### src/rtl/fifo_pop_scheduler.sv
`default_nettype none
// ============================================================================
//  Module      : fifo_pop_scheduler
//  Description : Turns each qualified arbiter grant into a single one-cycle
//                pop on the granted FIFO, captures that FIFO's word one cycle
//                later, presents it downstream as a one-cycle valid strobe
//                and keeps a per-queue count of forwarded words.
//
//  Ports
//    clk               in   system clock, rising edge
//    rst               in   asynchronous active-high reset
//    enb               in   block enable (gates only the start of a transfer)
//    selector          in   granted queue index from the arbiter
//    selector_enb      in   grant valid
//    buf_empty         in   per-FIFO empty flags
//    fifo_data         in   FIFO output words, queue i at [i*DATA_BITS +: DATA_BITS]
//    down_almost_full  in   downstream backpressure, sampled at transfer start
//    pop               out  one-hot FIFO read strobe
//    data_out          out  forwarded word (registered)
//    valid_out         out  one-cycle strobe marking data_out valid
//    busy              out  high whenever the FSM is not idle
//    pkt_count         out  words forwarded per queue, queue i at [i*COUNT_BITS +: COUNT_BITS]
//
//  Revision    : 1.0  initial release
// ============================================================================
module fifo_pop_scheduler #(
    parameter int QUEUE_QUANTITY = 4,
    parameter int DATA_BITS      = 8,
    parameter int COUNT_BITS     = 8,
    localparam int SEL_BITS      = (QUEUE_QUANTITY > 1) ? $clog2(QUEUE_QUANTITY) : 1
) (
    input  logic                                 clk,
    input  logic                                 rst,
    input  logic                                 enb,
    input  logic [SEL_BITS-1:0]                  selector,
    input  logic                                 selector_enb,
    input  logic [QUEUE_QUANTITY-1:0]            buf_empty,
    input  logic [QUEUE_QUANTITY*DATA_BITS-1:0]  fifo_data,
    input  logic                                 down_almost_full,
    output logic [QUEUE_QUANTITY-1:0]            pop,
    output logic [DATA_BITS-1:0]                 data_out,
    output logic                                 valid_out,
    output logic                                 busy,
    output logic [QUEUE_QUANTITY*COUNT_BITS-1:0] pkt_count
);

    // ------------------------------------------------------------------
    // State encoding
    // ------------------------------------------------------------------
    typedef enum logic [1:0] {
        ST_IDLE    = 2'd0,
        ST_POP     = 2'd1,
        ST_CAPTURE = 2'd2
    } state_t;

    localparam logic [COUNT_BITS-1:0] c_cnt_one = COUNT_BITS'(1);

    state_t                              r_state;
    logic [SEL_BITS-1:0]                 r_sel_q;
    logic [DATA_BITS-1:0]                r_data_out;
    logic                                r_valid_out;
    logic [QUEUE_QUANTITY*COUNT_BITS-1:0] r_pkt_count;

    logic                                w_sel_avail;
    logic                                w_cur_empty;
    logic [DATA_BITS-1:0]                w_cur_data;
    logic                                w_grant;
    logic [QUEUE_QUANTITY-1:0]           w_pop;

    // ------------------------------------------------------------------
    // Grant qualification. The loop only covers real queues, so an
    // out-of-range selector never matches and reads as "no grant"; this
    // also avoids indexing buf_empty past its end.
    // ------------------------------------------------------------------
    always_comb begin
        w_sel_avail = 1'b0;
        for (int i = 0; i < QUEUE_QUANTITY; i++) begin
            if (selector == SEL_BITS'(i)) begin
                w_sel_avail = ~buf_empty[i];
            end
        end
    end

    assign w_grant = enb & selector_enb & ~down_almost_full & w_sel_avail;

    // ------------------------------------------------------------------
    // Views of the queue currently in service
    // ------------------------------------------------------------------
    always_comb begin
        w_cur_empty = 1'b1;
        w_cur_data  = '0;
        for (int i = 0; i < QUEUE_QUANTITY; i++) begin
            if (r_sel_q == SEL_BITS'(i)) begin
                w_cur_empty = buf_empty[i];
                w_cur_data  = fifo_data[i*DATA_BITS +: DATA_BITS];
            end
        end
    end

    // ------------------------------------------------------------------
    // Pop strobe: combinational from the POP state so the FIFO sees the
    // read in the same cycle. Suppressed if the queue drained between the
    // grant and now, so an empty FIFO is never read.
    // ------------------------------------------------------------------
    always_comb begin
        w_pop = '0;
        if (r_state == ST_POP && !w_cur_empty) begin
            for (int i = 0; i < QUEUE_QUANTITY; i++) begin
                if (r_sel_q == SEL_BITS'(i)) begin
                    w_pop[i] = 1'b1;
                end
            end
        end
    end

    // ------------------------------------------------------------------
    // Sequencer. valid_out defaults low every cycle so it can only ever be
    // a single-cycle pulse; enb and down_almost_full only influence the
    // decision to start, never a transfer already in flight.
    // ------------------------------------------------------------------
    always_ff @(posedge clk or posedge rst) begin
        if (rst) begin
            r_state     <= ST_IDLE;
            r_sel_q     <= '0;
            r_data_out  <= '0;
            r_valid_out <= 1'b0;
            r_pkt_count <= '0;
        end else begin
            r_valid_out <= 1'b0;
            case (r_state)
                ST_IDLE: begin
                    if (w_grant) begin
                        r_sel_q <= selector;
                        r_state <= ST_POP;
                    end
                end

                ST_POP: begin
                    // Queue went empty under us: nothing was read, abandon.
                    if (w_cur_empty) begin
                        r_state <= ST_IDLE;
                    end else begin
                        r_state <= ST_CAPTURE;
                    end
                end

                ST_CAPTURE: begin
                    // FIFO word popped last cycle is valid now.
                    r_data_out  <= w_cur_data;
                    r_valid_out <= 1'b1;
                    for (int i = 0; i < QUEUE_QUANTITY; i++) begin
                        if (r_sel_q == SEL_BITS'(i)) begin
                            r_pkt_count[i*COUNT_BITS +: COUNT_BITS] <=
                                r_pkt_count[i*COUNT_BITS +: COUNT_BITS] + c_cnt_one;
                        end
                    end
                    // Back-to-back: the next pop overlaps this capture.
                    if (w_grant) begin
                        r_sel_q <= selector;
                        r_state <= ST_POP;
                    end else begin
                        r_state <= ST_IDLE;
                    end
                end

                default: begin
                    r_state <= ST_IDLE;
                end
            endcase
        end
    end

    // ------------------------------------------------------------------
    // Outputs
    // ------------------------------------------------------------------
    assign pop       = w_pop;
    assign data_out  = r_data_out;
    assign valid_out = r_valid_out;
    assign busy      = (r_state != ST_IDLE);
    assign pkt_count = r_pkt_count;

endmodule
`default_nettype wire

### config.mk
export PLATFORM = sky130hd
export DESIGN_NAME = fifo_pop_scheduler
export DESIGN_NICKNAME = d
export VERILOG_FILES = /design/src/rtl/fifo_pop_scheduler.sv
export SDC_FILE = /design/constraint.sdc
export NUM_CORES = 1
export LEC_CHECK = 0
export CORE_ASPECT_RATIO = 0.75
export CORE_MARGIN = 10
export CORE_UTILIZATION = 35
export DETAILED_ROUTE_END_ITERATION = 12
export GPL_TIMING_DRIVEN = 0
export PLACE_DENSITY = 0.77
export REMOVE_ABC_BUFFERS = 1
export SLEW_MARGIN = 0
export SYNTH_ARGS = -nofsm -noshare
export SYNTH_HDL_FRONTEND = slang
export SYNTH_SLANG_ARGS = --single-unit
### constraint.sdc
create_clock -name clk -period 5.1 [get_ports clk]
set_input_delay 0.765 -clock clk [delete_from_list [all_inputs] [get_ports clk]]
set_output_delay 0.765 -clock clk [all_outputs]
set_load 0.01 [all_outputs]
Word level (Yosys, flattened, before mapping):

Index checks and enable logic that the tools add are counted.

* bits in registers: 45
* word-level logic and storage cells: 63

* $add $sub $neg: 4
* equality and inequality tests: 9
* muxes and demuxes: 22
* bitwise logic cells: 8
* reductions and logical operators: 12

Operators by type and width (count)
* $add 8x1->8 const B: 4
* $mux 8: 4
* $mux 1: 14
* $eq 2x2->1 const B: 5
* $reduce_and 2->1: 5
* $eq 2x1->1 const B: 3
* $logic_not 2->1: 3
* $pmux 2 s3: 1
* $not 1->1: 5
* $mux 2: 2
* $mux 4: 1
* $and 1x1->1: 3
* $ne 2x2->1 const B: 1
* $reduce_bool 2->1: 1
* $reduce_or 2->1: 1
* $logic_and 1x1->1: 1
* $logic_not 1->1: 1

Logic depth before layout (Yosys ltp):

* depth in word-level cells: 8
* depth in mapped cells: 5
* gate-level depth less buffers: 4

Worst setup path after synthesis:

Ideal clock, no wire load.

* path type: input to output
* from: input buf_empty[1]
* to: output pop[1]
* arrival: 1.236 ns
* required time: 4.335 ns
* setup slack: 3.099 ns
* stages on the path: 1
* path through: nor4b_1

* longest elaborated chain between the ends: 6

Ends and longest elaborated chain
* start, declared: RTL line 37 `input logic [QUEUE_QUANTITY-1:0] buf_empty,`
* $mux 1 (3 in series): RTL line 93 `if (r_sel_q == SEL_BITS'(i)) begin`
* $logic_not 1->1: RTL line 107 `if (r_state == ST_POP && !w_cur_empty) begin`
* $logic_and 1x1->1: RTL line 107
* $mux 4: RTL line 107
* end, declared: RTL line 40 `output logic [QUEUE_QUANTITY-1:0] pop,`

Every way passes these cells.

Worst setup path in the final report:

Same ends and word-level chain as after synthesis.

==> reports/results.ini <==
[clocking]
post_cts_resize_count = 0
postCtsSetupRepairBufs = 0
tritoncts_clock_tree = built
cts.sinks = 45
cts_root_buf = sky130_fd_sc_hd__clkbuf_8
cts.htree.levels = 2
clk-insertion-delay-late_ns = 0.29
ctsHoldBuffers = 0
clockBufferDepth = 2
clk_pin_slew_worst_paths_ns = 0.09
num_cts_buffers = 5

[critical_path]
crit_chain = clkdlybuf4s50_1 > nor4b_1 > clkdlybuf4s50_1
worst_case_register_to_register_setup_slack_ns = 2.68
path_buf_inv = 2
crit_fanout = 4
worst_path_largest_cell_delay_ns = 0.60
worstSetupEndpointType = primary output
r2r-start = r_sel_q[1]$_DFFE_PP0P_
critical_path.slowest_cell = sky130_fd_sc_hd__clkdlybuf4s50_1
r2r_end = pkt_count[17]$_DFFE_PP0P_
critPathLaunchType = input port
timing.critical_path.from = buf_empty[1]
critical_path_arrival_ns = 2.15
classification_of_the_worst_setup_path = in -> out
cpLargestDelayFamily = buffers and inverters
worst-endpoint-required_ns = 4.34
crit_path_frequent_cell = sky130_fd_sc_hd__clkdlybuf4s50_1
r2r.worst_path.cells = 2

[timing]
period_needed_ns = 2.91
layout_worst_path_cycle_share_pct = 57.1
setup-violations-final = 0
finalHoldWorstSlack_ns = 0.471
worst_pin_slew_ns = 1.23
rsz_0062_raised_after_global_routing = no
final_worst_setup_slack_ns = 2.19
fmax_mhz = 343
hold_viol = 0
final_max_tran_viols = 0
skew_ns = 0.00662
timing.slew.headroom_pct = 16.9
totalNegativeSetupSlack_ns = 0

[yosys]
yosys-top-cells-area = sky130_fd_sc_hd__dfrtp_1 (50%), sky130_fd_sc_hd__mux4_2 (8.0%), sky130_fd_sc_hd__xnor2_1 (7.4%)
muxShareOfSynthArea_pct = 17.4
ys_warn_count = 0
synth.ff_latch_count = 45
synthFlopType = sky130_fd_sc_hd__dfrtp_1
postSynthAreaPerCell_sq_um = 13.3
netlist-cell-type-count = 33
synth_top_family_by_area = multiplexers
async_reset_ff_share_pct = 100
synth-seq-area-share_pct = 50.1
yosys.area.top_type = sky130_fd_sc_hd__dfrtp_1
synthMostInstantiatedCell = sky130_fd_sc_hd__dfrtp_1
mappedNetlistArea_sq_um = 2250
synth-xor-area-share_pct = 10.9
synth_simple_gate_area_share_pct = 15.3
synth-edff-count = 0
synth.top_cells.by_count = sky130_fd_sc_hd__dfrtp_1 (45), sky130_fd_sc_hd__xnor2_1 (19), sky130_fd_sc_hd__mux2_2 (14), sky130_fd_sc_hd__nand3_1 (9), sky130_fd_sc_hd__xor2_1 (9)
synth_area_in_adders_pct = 2.23
synth_top_area_share_pct = 50.1
fraction_of_the_mapped_netlist_area_in_compound_gates_pct = 1.11
syn_inst = 169

[floorplan]
floorplan.die_area_sq_um = 10100
initial_util_pct = 35.9
boundaryPins = 89
fp.coreArea_sq_um = 6260
die_h_um = 89.4
die_x_um = 112
rows = 25

[placed_design]
i_o_buffers = 88
placement.setup.worst_slack_ns = 2.16
gp_congestion = 0.703
dp_cells = 330
hpwl_detailed_um = 4250

[routing]
dr.first_iter.drc_count = 35
route.detailed.drc = 0
drt-wirelength-per-cell_um = 16.0
vias_per_cell = 4.92
detailroute.via_count = 1664
drt_wl_total_um = 5400
dr.pass1.iters = 4
drtAntennaViolNets = 0

[finish]
post_route_cells_drive_above_1_share_pct = 13.6
finalNetCount = 303
syn_to_layout_area_delta_pct = 47.0
insertedDiodeCount = 0
filler_cell_count = 553
final_cell_count_no_fill = 338

[global_routing]
grt_start_max_net_pins = 28
grt_first_pass_wirelength_um = 9000
total_congestion_overflow_after_global_routing = 0
initial_antenna_violation_count = 0
vias_in_the_first_global_route = 1730
gr-usage-all-layers_pct = 11.0

[min_path]
holdCritPathClass = reg -> reg
worst_hold_path.num_cells = 1
hold-path-endpoint = pkt_count[23]$_DFFE_PP0P_
min_from = pkt_count[23]$_DFFE_PP0P_

[pwr]
total_leakage_power_nw = 1.41
ir_worst_vdd_uv = 115
p_per_area_nw_per_um2 = 304

[job]
cap_violations = 0

[status]
outcome = finished, final reports clean

[per-stage QoR]
step	util, %	cell area, sq um	power [mW]
2_1_floorplan	-	2190	0.582
3_3_place_gp	50.7	3170	0.742
3_5_place_dp	51.0	3190	0.752
4_1_cts	52.8	3300	1.02
5_1_grt	52.8	3300	1.06
6_report	52.8	3300	1.00
[power breakdown]
group          leakage, nW  total, mW  switching [mW]  internal, mW
logic                0.753      0.271          0.0872         0.184
clock network       0.0554      0.267           0.120         0.147
registers            0.600      0.465          0.0567         0.408
total                 1.41       1.00           0.264         0.739
[layout make-up]
type / count / area, sq um / share of cell area [%]
Clock buffer: 6 / 72.6 / 2.20
Multi-Input combinational cell: 113 / 1050 / 31.9
Inverter: 2 / 7.51 / 0.227
Clock inverter: 2 / 38.8 / 1.17
Tap cell: 81 / 101 / 3.07
Timing Repair Buffer: 89 / 901 / 27.3
Sequential cell: 45 / 1130 / 34.1
[cells by family (layout without fill, tap and decap cells)]
logic type,after synthesis,in the layout
buf+inv,11,99
mux,24,24
xor+xnor,28,28
fa+ha+maj,4,4
flops,45,45
simple gates,54,54
compound gates,3,3
[cells in the final DEF (no fill, tap or decap), drive strengths merged, types with 4 or more instances in the layout]
| cell | synthesis | layout |
|---|---|---|
| ha | 4 | 4 |
| clkbuf | 5 | 6 |
| clkdlybuf4s50 | 0 | 88 |
| xor2 | 9 | 9 |
| nand4 | 7 | 7 |
| and3 | 5 | 5 |
| nor2 | 5 | 5 |
| nand2 | 8 | 8 |
| mux4 | 10 | 10 |
| dfrtp | 45 | 45 |
| nand3 | 9 | 9 |
| mux2 | 14 | 14 |
| xnor2 | 19 | 19 |
[worst max path at each step]
stage	cells past startpoint	slack, ns	endpoint
5_1_grt	3	2.09	pop[3]
4_1_cts	3	2.18	pop[1]
2_1_floorplan	1	3.10	pop[1]
3_5_place_dp	3	2.16	pop[1]
6_report	3	2.19	pop[1]
3_3_place_gp	3	2.19	pop[1]
[sequential cells by signal, indices dropped and copies added (netlist names)]
register and cells:
r_state 2, r_sel_q 2, data_out 8, valid_out 1, pkt_count 32
[layer usage]
metal  up-vias  GRT usage, %  part of all wire, %
met5         -             0                    0
met1       821          12.6                   43
met3         2          5.30                  9.1
met4         0          2.41                 0.35
li1        792             -                    -
met2        49          18.5                   47
(Power assumes the default switching activity.)
